$ cat src/rtl/wtm_pipe.sv
// wtm_pipe: pipelined Wallace-tree multiplier with valid/ready handshakes.
//   Stage 1 registers the partial-product matrix. Unsigned mode uses plain
//   rows; signed mode uses Baugh-Wooley sign-corrected rows. Stages
//   2..STAGES-1 hold carry-save (3:2) reductions. The final stage holds the
//   carry-propagate sum plus the overflow flag.
// Ports:
//   clock, resetn         - clock; synchronous active-low reset
//   in_valid/in_ready     - operand handshake (in_ready = ~out_valid | out_ready)
//   in1, in2, is_signed   - operands and mode, captured together
//   tag_in / tag_out      - 4-bit user tag carried with each product
//   out_valid/out_ready   - result handshake
//   result, ovf           - 2*WIDTH product; product does not fit in WIDTH bits
module wtm_pipe #(
   parameter int WIDTH  = 8,
   parameter int STAGES = 3
) (
   input  logic               clock,
   input  logic               resetn,
   input  logic               in_valid,
   output logic               in_ready,
   input  logic [WIDTH-1:0]   in1,
   input  logic [WIDTH-1:0]   in2,
   input  logic               is_signed,
   output logic               out_valid,
   input  logic               out_ready,
   output logic [2*WIDTH-1:0] result,
   output logic               ovf,
   input  logic [3:0]         tag_in,
   output logic [3:0]         tag_out
);

   localparam int unsigned W  = WIDTH;
   localparam int unsigned PW = 2 * W;
   // WIDTH partial-product rows plus one constant row for Baugh-Wooley
   localparam int unsigned NR = W + 1;

   typedef logic [PW-1:0]          row_t;
   typedef logic [NR-1:0][PW-1:0]  rows_t;

   // Row count left after one 3:2 level
   function automatic int unsigned rows_after(input int unsigned n);
      return (n / 3) * 2 + (n % 3);
   endfunction

   function automatic int unsigned num_levels();
      int unsigned n;
      int unsigned l;
      n = NR;
      l = 0;
      while (n > 2) begin
         n = rows_after(n);
         l++;
      end
      return l;
   endfunction

   localparam int unsigned NLVL = num_levels();
   localparam int unsigned MID  = STAGES - 2;

   // Levels completed by the end of intermediate stage k (stage k+1).
   // Rounded up so any uneven remainder lands in the earlier stages.
   function automatic int unsigned lvl_done(input int unsigned k);
      if (k == 0) return 0;
      if (MID == 0) return NLVL;
      return (NLVL * k + MID - 1) / MID;
   endfunction

   // One Wallace level: each group of three rows becomes a sum row and a
   // shifted carry row (full adders per bit; half adders where a row is 0).
   function automatic rows_t csa(input rows_t r, input int unsigned n);
      rows_t       o;
      row_t        a, b, c;
      int unsigned g;
      o = '0;
      g = n / 3;
      for (int unsigned j = 0; j < NR / 3; j++) begin
         if (j < g) begin
            a = r[3*j];
            b = r[3*j+1];
            c = r[3*j+2];
            o[2*j]   = a ^ b ^ c;
            o[2*j+1] = ((a & b) | (a & c) | (b & c)) << 1;
         end
      end
      for (int unsigned t = 0; t < 3; t++) begin
         if (t < n % 3) o[2*g+t] = r[3*g+t];
      end
      return o;
   endfunction

   // Apply levels [from, upto) of the tree to a row set
   function automatic rows_t reduce(input rows_t r, input int unsigned from,
                                    input int unsigned upto);
      rows_t       x;
      int unsigned n;
      x = r;
      n = NR;
      for (int unsigned l = 0; l < NLVL; l++) begin
         if (l >= from && l < upto) x = csa(x, n);
         n = rows_after(n);
      end
      return x;
   endfunction

   function automatic row_t add2(input rows_t r);
      return r[0] + r[1];
   endfunction

   logic                  adv;
   logic [STAGES:1]       vld_q;
   logic [STAGES-1:1]     sgn_q;
   logic [STAGES-1:1][3:0] tag_q;
   rows_t                 rows_q [1:STAGES-1];
   rows_t                 pp;
   row_t                  fsum;
   logic                  fovf;

   assign out_valid = vld_q[STAGES];
   assign adv       = ~out_valid | out_ready;
   assign in_ready  = adv;

   // Partial-product matrix; signed mode inverts the bits where exactly one
   // factor is a sign bit, and adds 2^W + 2^(2W-1).
   always_comb begin
      pp = '0;
      for (int unsigned i = 0; i < W; i++) begin
         for (int unsigned j = 0; j < W; j++) begin
            pp[i][i+j] = (in1[j] & in2[i]) ^
                         (is_signed & ((i == W - 1) != (j == W - 1)));
         end
      end
      pp[W] = is_signed ? ((row_t'(1) << W) | (row_t'(1) << (PW - 1))) : '0;
   end

   always_comb begin
      fsum = add2(reduce(rows_q[STAGES-1], lvl_done(STAGES - 2), NLVL));
      if (sgn_q[STAGES-1])
         fovf = !((&fsum[PW-1:W-1]) | ~(|fsum[PW-1:W-1]));
      else
         fovf = |fsum[PW-1:W];
   end

   always_ff @(posedge clock) begin
      if (!resetn)
         vld_q <= '0;
      else if (adv)
         vld_q <= {vld_q[STAGES-1:1], in_valid & in_ready};
   end

   always_ff @(posedge clock) begin
      if (adv) begin
         rows_q[1] <= pp;
         sgn_q[1]  <= is_signed;
         tag_q[1]  <= tag_in;
         for (int unsigned s = 2; s < STAGES; s++) begin
            rows_q[s] <= reduce(rows_q[s-1], lvl_done(s - 2), lvl_done(s - 1));
            sgn_q[s]  <= sgn_q[s-1];
            tag_q[s]  <= tag_q[s-1];
         end
         result  <= fsum;
         ovf     <= fovf;
         tag_out <= tag_q[STAGES-1];
      end
   end

endmodule

$ cat config.mk
export PLATFORM = sky130hd
export DESIGN_NAME = wtm_pipe
export DESIGN_NICKNAME = d
export VERILOG_FILES = /design/src/rtl/wtm_pipe.sv
export SDC_FILE = /design/constraint.sdc
export NUM_CORES = 1
export LEC_CHECK = 0
export CAP_MARGIN = 40
export CORE_MARGIN = 4
export CORE_UTILIZATION = 44
export DETAILED_ROUTE_END_ITERATION = 12
export PLACE_DENSITY = 0.6
export SLEW_MARGIN = 40
export SYNTH_ARGS = -nofsm -noshare
export SYNTH_HDL_FRONTEND = slang
export SYNTH_SLANG_ARGS = --single-unit
export TNS_END_PERCENT = 10
$ cat constraint.sdc
create_clock -name clock -period 9.1 [get_ports clock]
set_clock_uncertainty 0.15 [all_clocks]
set_input_delay 1.82 -clock clock [delete_from_list [all_inputs] [get_ports clock]]
set_output_delay 1.82 -clock clock [all_outputs]
set_load 0.01 [all_outputs]
==> metrics.yaml, run 1 <==
status: "finished, final reports clean"
drv_slew: 0
synth_seq_cells: 125
ctsRootBufferMaster: "clkbuf_16"
r2r_setup_slack_ns: 6.13
async_flop_share_pct: 0
antenna_found_initial: 0
grt_pass1_vias: 3384
syn_nets: 498
yosysMostFrequentCell: "edfxtp_1"
worst_pin_slew_ns: 0.6763
yosysTopAreaCell: "edfxtp_1"
drive_above_1_share_pct: 8.142
cts_tree: "done"
crit_buf_inv: 3
worstPathRequired_ns: 7.13
vdd_drop_max_v: 0.0001261
syn_area_per_cell_um2: 15.20
fp-row-count: 42
crit_fanout: 50
drc: 0
grt_first_pass_wirelength_mm: 16.41
critPathLaunchType: "input pin"
r2r-start: "sgn_q[1]"
path_class: "input pin to primary output"
die_area_um2: 15800
vias: 3060
ys_types: 38
postRouteAntennaNets: 0
r2r_cells: 6
path_clk_slew_ns: 0.05
drt_iter0_drc: 177
gp_congestion: 0.7482
clock_path_buffers: 2
grt_overflow: 0
worstPathArrival_ns: 3.51
powerDensity_nw_per_um2: 271.6
firstDrtPassIters: 4
die_w_um: 125.7
grt_max_degree: 77
synth-xor-area-share_pct: 3.593
min_path_type: "flip-flop to flip-flop"
crit_path_cell_trace: "clkdlybuf4s50_1 -> nor2b_1 -> inv_4 -> clkdlybuf4s50_1"
synth.mux.area_fraction_pct: 0.1643
hpwl_mm: 6.608
io_pins: 48
crit_top_cell: "clkdlybuf4s50_1"
netlist_area_um2: 6093
routedWlPerCell_um: 14.58
timing.rr.end: "rows_q[2][8]"
finalWirelength_mm: 9.553
cts_inserted_buffers: 17
start_util_pct: 45.47
min_to: "result[3]"
synth_top_flop_cell: "edfxtp_1"
ys_seq_area_share_pct: 61.11
synth_edf_count: 122
tns_ns: 0
p_total_uw: 1995
synth_compound_area_share_pct: 3.511
hold_start: "rows_q[2][3]"
max_stage_delay_ns: 0.66
period_needed_ns: 5.479
clk_latency_ns: 0.41
yosys-top-cells-area: "edfxtp_1, fa_1, ha_1"
vias_per_cell: 4.672
ctsResizeCount: 0
cp_slowest_cell: "clkdlybuf4s50_1"
io_buffers: 47
grt_usage_pct: 13.42
synth_commonest_cells: "edfxtp_1, inv_1, and2_1, fa_1, ha_1"
synthSimpleGateAreaFrac_pct: 7.906
core_um2: 13400
antenna_cells: 0
cts_setup_buffers: 0
rsz0062_at_grt: "false"
fillCellCount: 1108
die_height_um: 125.7
yosys_warnings: 0
power_leakage_uw: 0.003043
hold_violations: 0
slew_headroom_pct: 54.91
syn_to_final_growth_pct: 20.55
cp_top_family: "buffers and inverters"
max_clock_freq_mhz: 182.5
syn_inst: 401
finish.utilization_pct: 54.82
hold_path_depth: 0
cts_hold_buf: 0
synth.top_cell.area_share_pct: 60.12
period_share_pct: 60.21
nNetsFinal: 563
clkSinkCount: 125
cts-htree-levels: 4
setup_viol: 0
endpoint_kind: "primary output"
max_cap_viol_count: 0
synth-adder-area-share_pct: 19.59
synth_top_family_by_area: "adder cells"
[metal layers]
layer	GRT usage (%)	vias to the layer above	routed length, um
met3	3.091	13	254
met2	21.43	60	4707
met5	0	-	0
met1	17.39	1490	4441
li1	-	1497	-
met4	6.633	0	150
[state kept, by name, summed over array words and instances (netlist names)]
register  flops
vld_q         3
result       16
tag_q         8
tag_out       4
rows_q       91
sgn_q         2
ovf           1
[placed cells by master, fill, tap and decap left out, types with 2 or more instances in the layout]
cell type,count
xnor2_1,23
fa_1,39
clkinv_2,4
clkbuf_8,4
clkbuf_16,17
inv_1,64
clkinvlp_4,2
a21o_1,2
xor2_1,2
ha_1,33
a211oi_1,2
clkdlybuf4s50_1,46
clkbuf_1,4
nor3_1,2
edfxtp_1,122
dfxtp_1,3
a21boi_0,2
o21ai_0,3
a21oi_1,7
nand2_1,22
and2_1,50
[layout make-up]
cell class	count	area (um^2)	area share [%]
Tap cell	176	220.2	2.998
Clock inverter	7	65.06	0.8857
Clock buffer	25	495.5	6.745
Timing Repair Buffer	48	476.7	6.490
Multi-Input combinational cell	209	2118	28.84
Inverter	65	246.5	3.355
Sequential cell	125	3724	50.69
[worst reg2reg max path: stages (launching register included)]
cell and delay (ns):
edfxtp_1 0.47, fa_1 0.52, inv_1 0.05, fa_1 0.49, fa_1 0.56, inv_1 0.05, fa_1 0.42
[per-stage QoR]
step	cells	worst slack (ns)	area [um^2]	hold WS (ns)
floorplan	401	2.792	6093	0.2503
global placement	623	3.627	6787	0.2519
detailed placement	623	3.604	6785	0.2556
CTS	655	3.603	7346	0.2654
global route	655	3.515	7346	0.2680
finish	655	3.621	7346	0.2647
[cell families after synthesis]
kind of cell	after synthesis
adder cells (fa/ha/maj)	72
AND/OR/NAND/NOR	84
flip-flops	125
AO/OA/AOI/OAI	27
buffers and inverters	67
multiplexers	1
XOR/XNOR	25
[worst max path at each step]
stage	cells past startpoint	startpoint	endpoint
2_1_floorplan	2	out_ready	in_ready
3_3_place_gp	4	out_ready	in_ready
3_5_place_dp	4	out_ready	in_ready
4_1_cts	4	out_ready	in_ready
5_1_grt	4	out_ready	in_ready
6_report	4	out_ready	in_ready
[where the power goes]
part	internal, uW	total, uW	switching (uW)
logic	258	553	295
registers	783	813	30.2
clock network	402	629	227
total	1440	2000	552
No activity file was read; power rests on OpenSTA's default activity.
==> run 2: changes to the inputs <==
--- a/config.mk
+++ b/config.mk
@@ -9,7 +9,7 @@
 export CORE_MARGIN = 4
 export CORE_UTILIZATION = 44
 export DETAILED_ROUTE_END_ITERATION = 12
-export PLACE_DENSITY = 0.6
+export PLACE_DENSITY = 0.62
 export SLEW_MARGIN = 40
 export SYNTH_ARGS = -nofsm -noshare
 export SYNTH_HDL_FRONTEND = slang
==> constraint.sdc (replaced) <==
create_clock -name clock -period 4.6 [get_ports clock]
set_clock_uncertainty 0.15 [all_clocks]
set_input_delay 0.92 -clock clock [delete_from_list [all_inputs] [get_ports clock]]
set_output_delay 0.92 -clock clock [all_outputs]
set_load 0.01 [all_outputs]
==> metrics.yaml, run 2 (same netlist as run 1, synthesis figures left out) <==
powerDensity_nw_per_um2: 547.3  # +100%
endpoint_kind: "primary output"
start_util_pct: 45.47  # unchanged
die_height_um: 125.7  # unchanged
fillCellCount: 1096  # -1.1%
min_path_type: "flip-flop to flip-flop"
internal-power_uw: 2954  # +100%
core_um2: 13400  # unchanged
antenna_cells: 0  # unchanged
largestRegisters: "rows_q (91), result (16), tag_q (8)"
multi_input_comb_area_um2: 2118  # unchanged
hold_violations: 0  # unchanged
grt_usage_pct: 13.34  # -0.083 points
cp_slowest_cell: "clkdlybuf4s50_1"
vias: 3074  # +0.46%
crit_path_cell_trace: "clkdlybuf4s50_1 -> nor2b_1 -> inv_4 -> clkdlybuf4s50_1"
final_common_cell: "edfxtp_1"
routedWlPerCell_um: 14.62  # +0.26%
cts-htree-levels: 4  # unchanged
final_cell_mix: "edfxtp_1, inv_1, and2_1"
cts_hold_buf: 0  # unchanged
max_cap_viol_count: 0  # unchanged
vdd_drop_max_v: 0.0002488  # +97%
die_w_um: 125.7  # unchanged
seq_area_um2: 3724  # unchanged
worstPathRequired_ns: 3.53  # -3.60 ns
tns_ns: 0  # unchanged
switchingPower_uw: 1095  # +98%
cts_inserted_buffers: 17  # unchanged
io_pins: 48  # unchanged
slew_headroom_pct: 59.93  # +5.0 points
rsz0062_at_grt: "false"
place_ws_ns: 1.188  # -2.417 ns
power_leakage_uw: 0.003058  # +0.49%
grt_overflow: 0  # unchanged
die_area_um2: 15800  # unchanged
nNetsFinal: 564  # +0.18%
ctsRootBufferMaster: "clkbuf_16"
drive_above_1_share_pct: 8.333  # +0.19 points
postRouteAntennaNets: 0  # unchanged
grt_max_degree: 70  # -9.1%
p_clk_share_pct: 33.5  # +2.0 points
grt_pass1_vias: 3257  # -3.8%
drt_iter0_drc: 176  # -0.56%
clock_path_buffers: 2  # unchanged
pwr-share-seq_pct: 39.7  # -1.0 points
fp-row-count: 42  # unchanged
worst_pin_slew_ns: 0.6010  # -0.07533 ns
antenna_found_initial: 0  # unchanged
max_clock_freq_mhz: 293.5
setup_viol: 0  # unchanged
crit_fanout: 14  # -72%
drv_slew: 0  # unchanged
crit_top_cell: "clkdlybuf4s50_1"
clkSinkCount: 125  # unchanged
crit_buf_inv: 3  # unchanged
finalWirelength_mm: 9.592  # +0.41%
gp_congestion: 0.7790  # +4.1%
syn_to_final_growth_pct: 21.42
status: "finished, final reports clean"
p_sw_share_pct: 27.05  # -0.61 points
firstDrtPassIters: 4  # unchanged
path_clk_slew_ns: 0.05  # about the same
path_class: "input pin to primary output"
critPathLaunchType: "input pin"
clk_latency_ns: 0.41  # about the same
max_stage_delay_ns: 0.51  # -0.15 ns
largest_reg_flops: 91  # unchanged
period_needed_ns: 3.408
cp_top_family: "buffers and inverters"
vias_per_cell: 4.686  # +0.30%
fin_ws_ns: 1.192  # -2.428 ns
combPwrFrac_pct: 26.8  # -0.9 points
cts_setup_buffers: 0  # unchanged
ctsResizeCount: 0  # unchanged
cts_tree: "done"
io_buffers: 47  # unchanged
worstPathArrival_ns: 2.34  # -1.17 ns
grt_first_pass_wirelength_mm: 15.99  # -2.5%
hpwl_mm: 6.781  # +2.6%
largest-register: "rows_q"
period_share_pct: 74.08
drc: 0  # unchanged
[run 2: changes by cell type in the layout (fill, tap and decap cells not counted)]
cell / before / now
clkbuf_8: 4 / 0
bufinv_16: 1 / 4
clkbuf_1: 4 / 2
clkinv_1: 0 / 2
clkinvlp_4: 2 / 4
buf_4: 0 / 1
clkinv_2: 4 / 3
[run 2: layout make-up]
class,instances,area share (%)
sequential,125,50.33
inverter,65,3.332
timing repair buffer,49,6.545
tap,176,2.976
clock buffer,19,5.852
clock inverter,13,2.334
multi-input combinational,209,28.63
[run 2: final timing paths]
path,endpoint,slack (ns),start,cells after the start
max reg2reg,rows_q[2][8],1.70,sgn_q[1],6
min reg2reg,rows_q[2][0],0.27,rows_q[1][0],0
min,rows_q[2][0],0.27,rows_q[1][0],0
max,in_ready,1.19,out_ready,4
[run 2: worst reg2reg max path: stages, from the launching register on]
cell and delay, ns:
edfxtp_1 0.45, fa_1 0.51, inv_1 0.05, fa_1 0.48, fa_1 0.54, inv_1 0.05, fa_1 0.41
[run 2: metal layers]
layer	part of all wire, %	track usage [%]	routed length, um
met5	0	0	0
met1	45	17.05	4344
met2	49	20.83	4666
met3	3.7	3.810	351
met4	2.4	6.952	229
[run 2: power by group through the flow]
stage,Combinational [uW],Sequential (uW),Clock (uW)
5_1_grt,1250,1630,1440
3_3_place_gp,1070,1630,0
6_report,1090,1610,1350
4_1_cts,1110,1610,1390
2_1_floorplan,722,1660,0
3_5_place_dp,1100,1630,0
[run 2: per-stage QoR]
stage / power (uW) / instance area (um^2) / std cells / hold WS, ns / utilization (%)
final: 4049 / 7398 / 656 / 0.2667 / 55.21
after global routing: 4326 / 7398 / 656 / 0.2738 / 55.21
after floorplan: 2384 / 6093 / 401 / 0.2503 / -
after detailed placement: 2736 / 6789 / 624 / 0.2554 / 50.66
after CTS: 4113 / 7395 / 656 / 0.2680 / 55.18
after global placement: 2701 / 6794 / 624 / 0.2510 / 50.70
